<file path="config.mk">
export PLATFORM = sky130hd
export DESIGN_NAME = fft_oflow_monitor_flat
export DESIGN_NICKNAME = d
export VERILOG_FILES = /design/src/rtl/fft_oflow_monitor_if.sv /design/src/rtl/fft_oflow_monitor.sv /design/src/flat_wrapper.sv
export SDC_FILE = /design/constraint.sdc
export NUM_CORES = 1
export LEC_CHECK = 0
export CORE_UTILIZATION = 55
export CTS_CLUSTER_DIAMETER = 80
export DETAILED_ROUTE_END_ITERATION = 8
export PLACE_DENSITY = 0.79
export SLEW_MARGIN = 10
export SYNTH_ARGS = -nofsm -noshare
export SYNTH_HDL_FRONTEND = slang
export SYNTH_SLANG_ARGS = --single-unit
</file>
<file path="constraint.sdc">
create_clock -name user_clk -period 6.25 [get_ports user_clk]
set_input_delay 1.25 -clock user_clk [delete_from_list [all_inputs] [get_ports user_clk]]
set_output_delay 1.25 -clock user_clk [all_outputs]
set_load 0.01 [all_outputs]
</file>
<file path="src/rtl/fft_oflow_monitor_if.sv">
// Frame-sync/overflow inputs and status outputs of the FFT overflow monitor.
interface fft_oflow_monitor_if;
    logic        sync_in;
    logic        oflow_in;
    logic        clear_in;
    logic [31:0] user_data_out;
    logic        armed;

    modport master (
        output sync_in, oflow_in, clear_in,
        input  user_data_out, armed
    );

    modport slave (
        input  sync_in, oflow_in, clear_in,
        output user_data_out, armed
    );
endinterface

</file>
<file path="src/rtl/fft_oflow_monitor.sv">
// Condenses FFT overflow flag and frame sync into a 32-bit status word:
// sticky overflow, sticky sync error, overflowed-frame count, peak per-frame overflow count.
module fft_oflow_monitor #(
    parameter int unsigned FRAME_LEN  = 256,
    parameter int unsigned SYNC_CHECK = 1
) (
    input  logic                 user_clk,
    input  logic                 user_rst_n,
    fft_oflow_monitor_if.slave   mon
);

    localparam int unsigned POS_W   = (FRAME_LEN > 1) ? $clog2(FRAME_LEN) : 1;
    localparam int unsigned CUR_W   = 16;
    localparam int unsigned FRAME_W = 14;
    localparam logic [POS_W-1:0]   POS_LAST  = POS_W'(FRAME_LEN - 1);
    localparam logic [CUR_W-1:0]   CUR_MAX   = '1;
    localparam logic [FRAME_W-1:0] FRAME_MAX = '1;

    typedef enum logic [0:0] {IDLE, RUN} state_t;

    state_t             state, state_nxt;
    logic [POS_W-1:0]   pos, pos_nxt;
    logic [CUR_W-1:0]   cur_cnt, cur_nxt;
    logic [FRAME_W-1:0] frame_cnt, frame_nxt;
    logic [CUR_W-1:0]   peak_cnt, peak_nxt;
    logic               sticky_oflow, sticky_oflow_nxt;
    logic               sync_err, sync_err_nxt;
    logic               clear_q;
    logic               clear_evt;
    logic               check_en;

    assign clear_evt = mon.clear_in & ~clear_q;
    assign check_en  = (SYNC_CHECK != 0);

    // State and status registers; user_data_out is a direct view of the status flops.
    always_ff @(posedge user_clk or negedge user_rst_n) begin
        if (!user_rst_n) begin
            state        <= IDLE;
            pos          <= '0;
            cur_cnt      <= '0;
            frame_cnt    <= '0;
            peak_cnt     <= '0;
            sticky_oflow <= 1'b0;
            sync_err     <= 1'b0;
            clear_q      <= 1'b0;
            mon.armed    <= 1'b0;
        end else begin
            state        <= state_nxt;
            pos          <= pos_nxt;
            cur_cnt      <= cur_nxt;
            frame_cnt    <= frame_nxt;
            peak_cnt     <= peak_nxt;
            sticky_oflow <= sticky_oflow_nxt;
            sync_err     <= sync_err_nxt;
            clear_q      <= mon.clear_in;
            mon.armed    <= (state_nxt == RUN);
        end
    end

    assign mon.user_data_out = {sticky_oflow, sync_err, frame_cnt, peak_cnt};

    // Next-state: clear wins over everything; frames close only on sync.
    always_comb begin
        state_nxt        = state;
        pos_nxt          = pos;
        cur_nxt          = cur_cnt;
        frame_nxt        = frame_cnt;
        peak_nxt         = peak_cnt;
        sticky_oflow_nxt = sticky_oflow;
        sync_err_nxt     = sync_err;

        if (clear_evt) begin
            state_nxt        = IDLE;
            pos_nxt          = '0;
            cur_nxt          = '0;
            frame_nxt        = '0;
            peak_nxt         = '0;
            sticky_oflow_nxt = 1'b0;
            sync_err_nxt     = 1'b0;
        end else begin
            case (state)
                IDLE: begin
                    if (mon.sync_in) begin
                        state_nxt = RUN;
                        pos_nxt   = '0;
                        cur_nxt   = CUR_W'(mon.oflow_in);
                    end
                end
                RUN: begin
                    if (mon.oflow_in) begin
                        sticky_oflow_nxt = 1'b1;
                    end
                    if (mon.sync_in) begin
                        if ((cur_cnt != '0) && (frame_cnt != FRAME_MAX)) begin
                            frame_nxt = frame_cnt + FRAME_W'(1);
                        end
                        if (cur_cnt > peak_cnt) begin
                            peak_nxt = cur_cnt;
                        end
                        cur_nxt = CUR_W'(mon.oflow_in);
                        pos_nxt = '0;
                        if (check_en && (pos != POS_LAST)) begin
                            sync_err_nxt = 1'b1;
                        end
                    end else begin
                        pos_nxt = (pos == POS_LAST) ? '0 : pos + POS_W'(1);
                        if (mon.oflow_in && (cur_cnt != CUR_MAX)) begin
                            cur_nxt = cur_cnt + CUR_W'(1);
                        end
                        // The sync slot is the cycle where pos sits at the last sample.
                        if (check_en && (pos == POS_LAST)) begin
                            sync_err_nxt = 1'b1;
                        end
                    end
                end
                default: state_nxt = IDLE;
            endcase
        end
    end

endmodule

</file>
<file path="src/flat_wrapper.sv">
// flat-port wrapper written by rule: the top's interface ports become plain ports
module fft_oflow_monitor_flat 
#(
    parameter int unsigned FRAME_LEN  = 256,
    parameter int unsigned SYNC_CHECK = 1
)
  (user_clk, user_rst_n, mon_sync_in, mon_oflow_in, mon_clear_in, mon_user_data_out, mon_armed);
  fft_oflow_monitor_if mon_i ();
  input  logic user_clk;
  input  logic user_rst_n;
  input wire logic [$bits(mon_i.sync_in)-1:0] mon_sync_in;
  input wire logic [$bits(mon_i.oflow_in)-1:0] mon_oflow_in;
  input wire logic [$bits(mon_i.clear_in)-1:0] mon_clear_in;
  output wire logic [$bits(mon_i.user_data_out)-1:0] mon_user_data_out;
  output wire logic [$bits(mon_i.armed)-1:0] mon_armed;
  assign mon_i.sync_in = mon_sync_in;
  assign mon_i.oflow_in = mon_oflow_in;
  assign mon_i.clear_in = mon_clear_in;
  assign mon_user_data_out = mon_i.user_data_out;
  assign mon_armed = mon_i.armed;
  fft_oflow_monitor #(.FRAME_LEN(FRAME_LEN), .SYNC_CHECK(SYNC_CHECK)) u_core (.user_clk(user_clk), .user_rst_n(user_rst_n), .mon(mon_i));
endmodule
</file>
==> results.yml <==
worst_setup_path:
  required_ns: 6.50
  startpoint_type: "input port"
  critPathMaxStageDelay_ns: 0.60
  reg2regPathDepth: 6
  slowest_stage: "clkdlybuf4s50_1"
  path_cells: "clkdlybuf4s50_1 > nand2_1 > a41oi_2 > o211ai_1 > or4_1 > o21ai_0"
  ff2ff_setup_slack_ns: 3.55
  cp.arrival_ns: 3.23
  r2r-start: "u_core.cur_cnt[14]"
  path_class: "in2reg"
  r2r-end: "u_core.peak_cnt[6]"
  cp-end-kind: "flop"
  path_max_fanout: 9
floorplan:
  ios: 38
  initial_core_util_pct: 57.10
  rows: 28
  die-area_um2: 6464
  core_um2: 5921
  die_h_um: 80.40
  die_x_um: 80.40
cts:
  cts_buffers: 9
  clk_pin_slew_ns: 0.06
  htree_num_levels: 3
  tritoncts: "done"
  clock_latency_ns: 0.33
  cts_buffer_depth: 2
  cts-root-buf: "clkbuf_8"
  postCtsResizedCells: 0
  clock_sinks: 58
  post-cts-setup-buffer-count: 0
  ctsHoldBuffers: 0
placed_design:
  preCtsSetupSlack_ns: 2.948
  dp_cells: 468
  gp_congestion: 0.8404
  post_dp_cell_area_um2: 3795
  post-dp-hpwl_mm: 4.883
  io_buffers: 37
timing:
  fin_skew_ns: 0.01073
  setup_viol_count_final: 0
  tightest_slew_ns: 0.7731
  rsz0062_at_grt: "false"
  layout_setup_ws_ns: 3.271
  finalSetupTns_ns: 0
  period_share_pct: 47.67
  max_slew_margin_pct: 48.46
  period_needed_ns: 2.979
  slew_viol_final: 0
  finalHoldViolCount: 0
  clock.fmax_mhz: 335.6
synth:
  synth_compound_area_share_pct: 12.62
  synth_top_family_by_area: "simple AND/OR/NAND/NOR gates"
  syn_area_um2: 3381
  synth_xor_area_share_pct: 4.145
  synthCells: 366
  avgSynthCellArea_um2: 9.237
  synth_seq_area_share_pct: 42.93
  yosysUniqueCellTypes: 48
  yosys.area_share.simple_pct: 22.61
  synth_fa_ha_area_share_pct: 7.402
  synthArstFlopShare_pct: 100.0
  synthesis.nets: 391
  ys_seq_elements: 58
  synthFlopType: "dfrtp_1"
  ys_warn_count: 0
  synthMuxAreaShare_pct: 5.959
  synth_edf_count: 0
power:
  finalPower_mw: 0.7826
  p_per_area_nw_per_um2: 197.3
  p_leak_nw: 1.585
  ir_drop_mv: 0.1745
route:
  wl_mm: 7.086
  ant_nets: 0
  drt-initial-drc-count: 136
  routedWlPerCell_um: 14.67
  vias: 2786
  via_per_inst: 5.768
  drc_errors: 0
  first_pass_iters: 4
hold_path:
  min-delay-start: "u_core.sticky_oflow"
  min_to: "u_core.sticky_oflow"
  hold_class: "reg2reg"
  hold_depth: 2
final_layout:
  final_nets: 429
  mostFrequentLayoutCell: "dfrtp_1"
  ff_latch_area_um2: 1451
  multi_input_area_um2: 1783
  syn_to_final_growth_pct: 17.32
  drive_above_1_share_pct: 7.353
  finalNonFillerCells: 483
  n_antenna_cell: 0
  final_cell_mix: "58 x dfrtp_1, 56 x nand2_1, 36 x clkdlybuf4s50_1"
  post-route-cell-area_um2: 3966
  nFillCells: 472
global_routing:
  gr-total-overflow: 0
  met2_usage_pct: 39.75
  antenna_found_initial: 0
  track_usage_pct: 24.43
  grt_pass1_wl_mm: 11.92
  grt-busiest-layer: "met2"
  grt_pass1_vias: 2655
  use_met1_pct: 30.34
  grt_max_degree: 59
  grtUsageMet3_pct: 6.023
run_status:
  outcome: "finished, final reports clean"
job:
  cap_viol_max_count: 0
-- Yosys cell counts (2+ instances only) --
cell        n  area, µm²
dfrtp_1    58       1451
nand2_1    56      210.2
nor2_1     34      127.6
inv_1      21      78.83
a21oi_1    20      100.1
ha_1       20      250.2
mux2i_1    19      190.2
o21ai_0    17      85.08
nand4_1    12      75.07
or3_1      11      68.82
nand3_1    10      50.05
xnor2_1    10      87.58
clkbuf_1    7      26.28
xor2_1      6      52.55
nor4_1      5      31.28
a211oi_1    4      30.03
and2_1      4      25.02
nor2b_1     4      25.02
a21o_1      3      22.52
and3_1      3      18.77
buf_2       3      15.01
nor3_1      3      15.01
o31ai_1     3      22.52
a21bo_2     2      20.02
a31o_2      2      17.52
and4_1      2      17.52
buf_4       2      15.01
nand2b_1    2      12.51
nor3_2      2      20.02
o2111ai_1   2      17.52
or4_1       2      15.01
-- flip-flops by register name (all words and copies together) (netlist names) --
name / count
u_core.sync_err: 1
u_core.cur_cnt: 16
u_core.frame_cnt: 14
u_core.clear_q: 1
u_core.pos: 8
u_core.peak_cnt: 16
u_core.sticky_oflow: 1
u_core.mon.armed: 1
-- critical path: cells and delay by family --
kind                   cells  cell delay, ns
AO/OA/AOI/OAI              3            0.68
buffers and inverters      1            0.60
AND/OR/NAND/NOR            2            0.70
-- kinds of logic after synthesis --
group	count (synthesis)
adders and majority gates	20
xor gates and xnor gates	16
buffers and inverters	34
DFF	58
muxes	20
AOI/OAI and AO/OA	62
and+or+nand+nor	156
-- per-stage QoR --
step | util, % | hold WS (ns)
2_1_floorplan | - | 0.4637
3_3_place_gp | 64.10 | 0.4877
3_5_place_dp | 64.10 | 0.4975
4_1_cts | 66.99 | 0.5118
5_1_grt | 66.99 | 0.5419
6_report | 66.99 | 0.5055
-- cell type report --
class / instances / share of cell area (%)
Timing Repair Buffer: 40 / 9.779
Sequential cell: 58 / 36.59
Inverter: 21 / 1.987
Multi-Input combinational cell: 274 / 44.95
Clock inverter: 2 / 0.3155
Tap cell: 75 / 2.366
Clock buffer: 13 / 4.006
-- per-layer routing --
layer  wire length (µm)  up-vias  share of wire, %
met5                  0        -                 0
met4                130        0               1.8
met3                280       12               4.0
met2               3312       56                47
met1               3363     1357                47
li1                   -     1361                 -
-- how the worst max path moves through the flow --
stage	startpoint	endpoint	slack [ns]	cells past startpoint
finish	mon_sync_in	u_core.frame_cnt[10]	3.27	6
global route	mon_sync_in	u_core.frame_cnt[10]	3.16	6
CTS	mon_sync_in	u_core.peak_cnt[6]	3.31	5
detailed placement	mon_sync_in	u_core.frame_cnt[10]	2.95	6
global placement	mon_oflow_in	u_core.cur_cnt[15]	2.99	6
floorplan	mon_oflow_in	u_core.cur_cnt[15]	3.61	5
-- power by group --
| part | internal (mW) | leakage, nW | total (mW) | switching [mW] |
|---|---|---|---|---|
| Clock | 0.163 | 0.0855 | 0.306 | 0.143 |
| Combinational | 0.0352 | 0.702 | 0.0821 | 0.0469 |
| Sequential | 0.384 | 0.797 | 0.394 | 0.0101 |
| Total | 0.582 | 1.58 | 0.783 | 0.200 |
Note: power is estimated with default switching activity, not from simulation.
